--- config.mk ---
export PLATFORM = sky130hd
export DESIGN_NAME = regfile_writeback_buffer
export DESIGN_NICKNAME = d
export VERILOG_FILES = /design/src/rtl/regfile_writeback_buffer.sv
export SDC_FILE = /design/constraint.sdc
export NUM_CORES = 1
export LEC_CHECK = 0
export ABC_AREA = 1
export BUFFER_PORTS_ARGS = -buffer_cell sky130_fd_sc_hd__buf_2
export CORE_MARGIN = 5
export CORE_UTILIZATION = 57
export CTS_CLUSTER_SIZE = 28
export DETAILED_ROUTE_END_ITERATION = 10
export PLACE_DENSITY = 0.78
export SETUP_SLACK_MARGIN = 0.02
export SYNTH_ARGS = -nofsm -noshare
export SYNTH_HDL_FRONTEND = slang
export SYNTH_SLANG_ARGS = --single-unit
--- constraint.sdc ---
create_clock -name clock -period 8.6 [get_ports clock]
set_input_delay 0.43 -clock clock [delete_from_list [all_inputs] [get_ports clock]]
set_output_delay 0.43 -clock clock [all_outputs]
set_load 0.01 [all_outputs]
--- src/rtl/regfile_writeback_buffer.sv ---
// Writeback FIFO in front of the register file write port, with youngest-first
// forwarding of pending writes to the three read-address queries.
module regfile_writeback_buffer #(
  parameter  int DEPTH = 4,
  parameter  int AW    = 5,
  parameter  int DW    = 32,
  localparam int PW    = $clog2(DEPTH),
  localparam int CW    = PW + 1
) (
  input  logic          clock,
  input  logic          reset,
  input  logic          in_valid,
  output logic          in_ready,
  input  logic [AW-1:0] in_addr,
  input  logic [DW-1:0] in_data,
  input  logic          rf_hold,
  output logic          rf_enable,
  output logic [AW-1:0] rf_addr,
  output logic [DW-1:0] rf_data,
  input  logic [AW-1:0] qa_addr,
  input  logic [AW-1:0] qb_addr,
  input  logic [AW-1:0] qd_addr,
  output logic          fa_hit,
  output logic          fb_hit,
  output logic          fd_hit,
  output logic [DW-1:0] fa_data,
  output logic [DW-1:0] fb_data,
  output logic [DW-1:0] fd_data,
  output logic [CW-1:0] count,
  output logic          empty,
  output logic          full
);

  logic [AW-1:0] r_mem_addr [DEPTH];
  logic [DW-1:0] r_mem_data [DEPTH];
  logic [DEPTH-1:0] r_vld;
  logic [PW-1:0] r_wptr;
  logic [PW-1:0] r_rptr;
  logic [CW-1:0] r_count;
  logic          r_rf_enable;
  logic [AW-1:0] r_rf_addr;
  logic [DW-1:0] r_rf_data;

  logic          w_push;
  logic          w_pop;
  logic [AW-1:0] w_q     [3];
  logic          w_hit   [3];
  logic [DW-1:0] w_fdata [3];

  assign empty    = (r_count == '0);
  assign full     = (r_count == CW'(DEPTH));
  assign in_ready = !full;
  assign count    = r_count;
  assign w_push   = in_valid && !full;
  assign w_pop    = !empty && !rf_hold;

  assign rf_enable = r_rf_enable;
  assign rf_addr   = r_rf_addr;
  assign rf_data   = r_rf_data;

  // Queue storage: payload is never reset, only the occupancy state is.
  always_ff @(posedge clock) begin
    if (w_push) begin
      r_mem_addr[r_wptr] <= in_addr;
      r_mem_data[r_wptr] <= in_data;
    end
  end

  always_ff @(posedge clock or posedge reset) begin
    if (reset) begin
      r_wptr  <= '0;
      r_rptr  <= '0;
      r_count <= '0;
      r_vld   <= '0;
    end else begin
      for (int i = 0; i < DEPTH; i++) begin
        if (w_push && (r_wptr == PW'(i)))
          r_vld[i] <= 1'b1;
        else if (w_pop && (r_rptr == PW'(i)))
          r_vld[i] <= 1'b0;
      end
      if (w_push)
        r_wptr <= r_wptr + 1'b1;
      if (w_pop)
        r_rptr <= r_rptr + 1'b1;
      if (w_push && !w_pop)
        r_count <= r_count + 1'b1;
      else if (!w_push && w_pop)
        r_count <= r_count - 1'b1;
    end
  end

  // Write-port stage: one enable pulse per drained entry.
  always_ff @(posedge clock or posedge reset) begin
    if (reset) begin
      r_rf_enable <= 1'b0;
      r_rf_addr   <= '0;
      r_rf_data   <= '0;
    end else begin
      r_rf_enable <= w_pop;
      if (w_pop) begin
        r_rf_addr <= r_mem_addr[r_rptr];
        r_rf_data <= r_mem_data[r_rptr];
      end
    end
  end

  assign w_q[0] = qa_addr;
  assign w_q[1] = qb_addr;
  assign w_q[2] = qd_addr;

  // Walk oldest to youngest starting at the read pointer so the last match wins.
  always_comb begin
    logic [PW-1:0] idx;
    idx = '0;
    for (int p = 0; p < 3; p++) begin
      w_hit[p]   = r_rf_enable && (r_rf_addr == w_q[p]);
      w_fdata[p] = w_hit[p] ? r_rf_data : '0;
      for (int k = 0; k < DEPTH; k++) begin
        idx = r_rptr + PW'(k);
        if (r_vld[idx] && (r_mem_addr[idx] == w_q[p])) begin
          w_hit[p]   = 1'b1;
          w_fdata[p] = r_mem_data[idx];
        end
      end
    end
  end

  assign fa_hit  = w_hit[0];
  assign fb_hit  = w_hit[1];
  assign fd_hit  = w_hit[2];
  assign fa_data = w_fdata[0];
  assign fb_data = w_fdata[1];
  assign fd_data = w_fdata[2];

endmodule

==> results.cfg <==
[outcome]
status = complete, no violations

[setup_path]
cp_slowest_cell = nor2_4
critPathLaunch = r_rptr[1]
crit_type = reg -> out
end_kind = primary output
critical_path.reg2reg.endpoint = rf_data[3]
startpoint_type = flip-flop
slowest_delay_ns = 0.91
setup.worst_path.end = fa_data[11]
reg2reg_from = r_rptr[1]
cp_common_cell = nand2_1
critical_path.max_fanout = 68
worst_r2r_path_depth = 4
worstPathCellList = clkinv_2 > ha_1 > buf_4 > inv_2 > nand3_1 > nand2_1 > xor2_1 > nand4_1 > nor2_4 > buf_4 > nor2_1 > nand2_1 > nand2_1 > buf_2
worst-endpoint-required_ns = 8.17
regToRegSetupSlack_ns = 5.37
worstPathArrival_ns = 6.08

[die]
num_rows = 62
die_h_um = 180
die_x_um = 180
io_pins = 199
die_area_um2 = 32500
start_util_pct = 57.7
core-area_um2 = 28600

[global_route]
grt-ovfl-total = 0
antenna_found_initial = 4
grt_max_degree = 80
grt.total_usage_pct = 40.0
grt_pass1_wl_um = 102000
grt_pass1_vias = 17500

[placed_design]
place_inst = 2977
hpwl_um = 43800
io_buffers = 198
gp_congestion = 0.980
preCtsSetupSlack_ns = 2.77

[logic_synthesis]
syn_area_um2 = 16500
syn_area_per_cell_um2 = 6.48
ys_types = 29
ys_seq_elements = 197
seq_area_frac_synth_pct = 34.3
yosysWarningCount = 0
synthesis.nets = 2614
netlist_instances = 2548

[cts]
cts_buffer_depth = 2
clock_sinks = 197
clockRootBuffer = clkbuf_16
clk_latency_ns = 0.48
h-tree-depth = 4
cts.hold.buffers_added = 1
post_cts_buffers = 0
cts_buffers = 17
cts_resized = 0
cts.clk_slew.worst_paths_ns = 0.09
cts_tree = yes

[timing]
maxSlewViolCount = 0
fmax_ghz = 0.154
finalHoldViolCount = 0
worst_pin_slew_ns = 1.20
fin_crit_ns = 6.51
tns_ns = 0
fin_ws_ns = 2.09
finalSetupViolCount = 0
finClkSkew_ns = 0.0219
fin_crit_sh_pct = 75.7
rsz0062_at_grt = false
max-slew-margin-rel_pct = 19.9

[final_layout]
areaGrowthSynthToFinish_pct = 9.36
nFillCells = 2631
final_core_utilization_pct = 63.1
drive_gt1_share_pct = 11.7
final_net_count = 2679
instances_no_fill = 3012

[worst_hold_path]
min-delay-start = in_data[23]
min_path_type = in -> reg

[power_and_ir_drop]
clkPwrFrac_pct = 10.4
ir_worst_vdd_mv = 0.285
cellPowerDensity_nw_per_um2 = 435
sequentialPowerShare_pct = 20.4
power_mw = 7.86
intPower_mw = 3.10
power_frac_comb_pct = 69.2
leakage_nw = 9.20
power.switching_mw = 4.77
swShare_pct = 60.6

[drt]
drt_first_iter_violations = 3834
wl_um = 67500
vias = 19000
ant_nets = 0
drcViolationCount = 0
dr.pass1.iters = 7
avgRoutedWirePerCell_um = 22.4
vias_per_cell = 6.30

[job]
maxCapViolations = 0
-- layer usage --
metal	share of wire, %	vias to the layer above	track usage (%)
met5	0.093	-	1.19
met1	38	8485	54.4
li1	-	8608	-
met4	5.2	4	17.6
met2	42	1524	58.2
met3	15	341	13.4
-- how the worst min path moves through the flow --
stage,endpoint,slack (ns),depth (start not counted)
6_report,r_mem_data[3][23],0.17,1
5_1_grt,r_mem_data[2][21],0.16,1
4_1_cts,r_mem_data[1][21],0.16,1
3_5_place_dp,rf_addr[4],0.45,2
3_3_place_gp,rf_addr[4],0.45,2
2_1_floorplan,r_vld[1],0.44,2
-- logic make-up (layout without fill, tap and decap cells) --
group	after synthesis	in the layout	synth area share (%)
other cells	0	2	0
fa+ha+maj	10	10	0.803
simple gates	1774	1774	45.2
flops	197	197	34.3
buf+inv	266	344	7.24
compound gates	192	192	5.89
xor+xnor	12	12	0.636
mux	97	97	5.89
-- cell usage in the layout, fill, tap and decap left out, types with 36 or more instances in the layout --
cell	count
edfxtp_1	148
buf_4	36
nand3_1	190
mux2i_1	96
o21ai_0	174
buf_2	198
nand2_1	942
nor2_1	411
dfrtp_1	48
inv_1	71
nand4_1	198
-- synthesized netlist by cell type, drive strengths merged --
cell type	count	area [um2]
clkbuf	63	236
inv	77	289
nor2	428	1630
nand2	944	3540
xnor2	1	8.76
ha	9	113
a21oi	7	35.0
dfrtp	49	1230
edfxtp	148	4440
mux2i	96	961
buf	126	671
o22ai	9	56.3
mux2	1	11.3
nand3	197	1010
nor3	2	10.0
fa	1	20.0
nand4	198	1240
o21ai	176	881
or2	3	18.8
xor2	11	96.3
nand3b	2	15.0
-- power groups by stage --
stage	Combinational, mW	Clock, mW	Sequential, mW
final	5.44	0.817	1.60
after global routing	5.84	0.867	1.62
after CTS	5.23	0.822	1.58
after detailed placement	5.21	0	1.60
after global placement	5.15	0	1.58
after floorplan	3.44	0	1.52
-- cell type report --
type / count / area, um2 / share of cell area (%)
Multi-Input combinational cell: 2085 / 9740 / 53.9
Sequential cell: 197 / 5670 / 31.4
Timing Repair Buffer: 235 / 1270 / 7.04
Tap cell: 384 / 480 / 2.66
Clock buffer: 17 / 425 / 2.36
Inverter: 77 / 290 / 1.61
Clock inverter: 15 / 179 / 0.991
Antenna cell: 2 / 5.00 / 0.0277
-- registers in the layout, indices dropped and copies added (netlist names) --
signal      flops
r_mem_data    128
rf_data        32
r_mem_addr     20
rf_addr         5
r_vld           4
count           3
r_rptr          2
r_wptr          2
rf_enable       1
-- metrics by stage --
stage	area [um2]	hold slack [ns]
after floorplan	16500	0.441
after global placement	17400	0.452
after detailed placement	17400	0.454
after CTS	18100	0.161
after global routing	18100	0.159
final	18100	0.168
-- worst max-delay path: cells and delay by family, from the launching register on --
family        cells  cell delay [ns]
xor+xnor          1             0.17
fa+ha+maj         1             0.57
buf+inv           5             2.30
flops             1             0.75
simple gates      7             1.75
(Power assumes the default switching activity.)
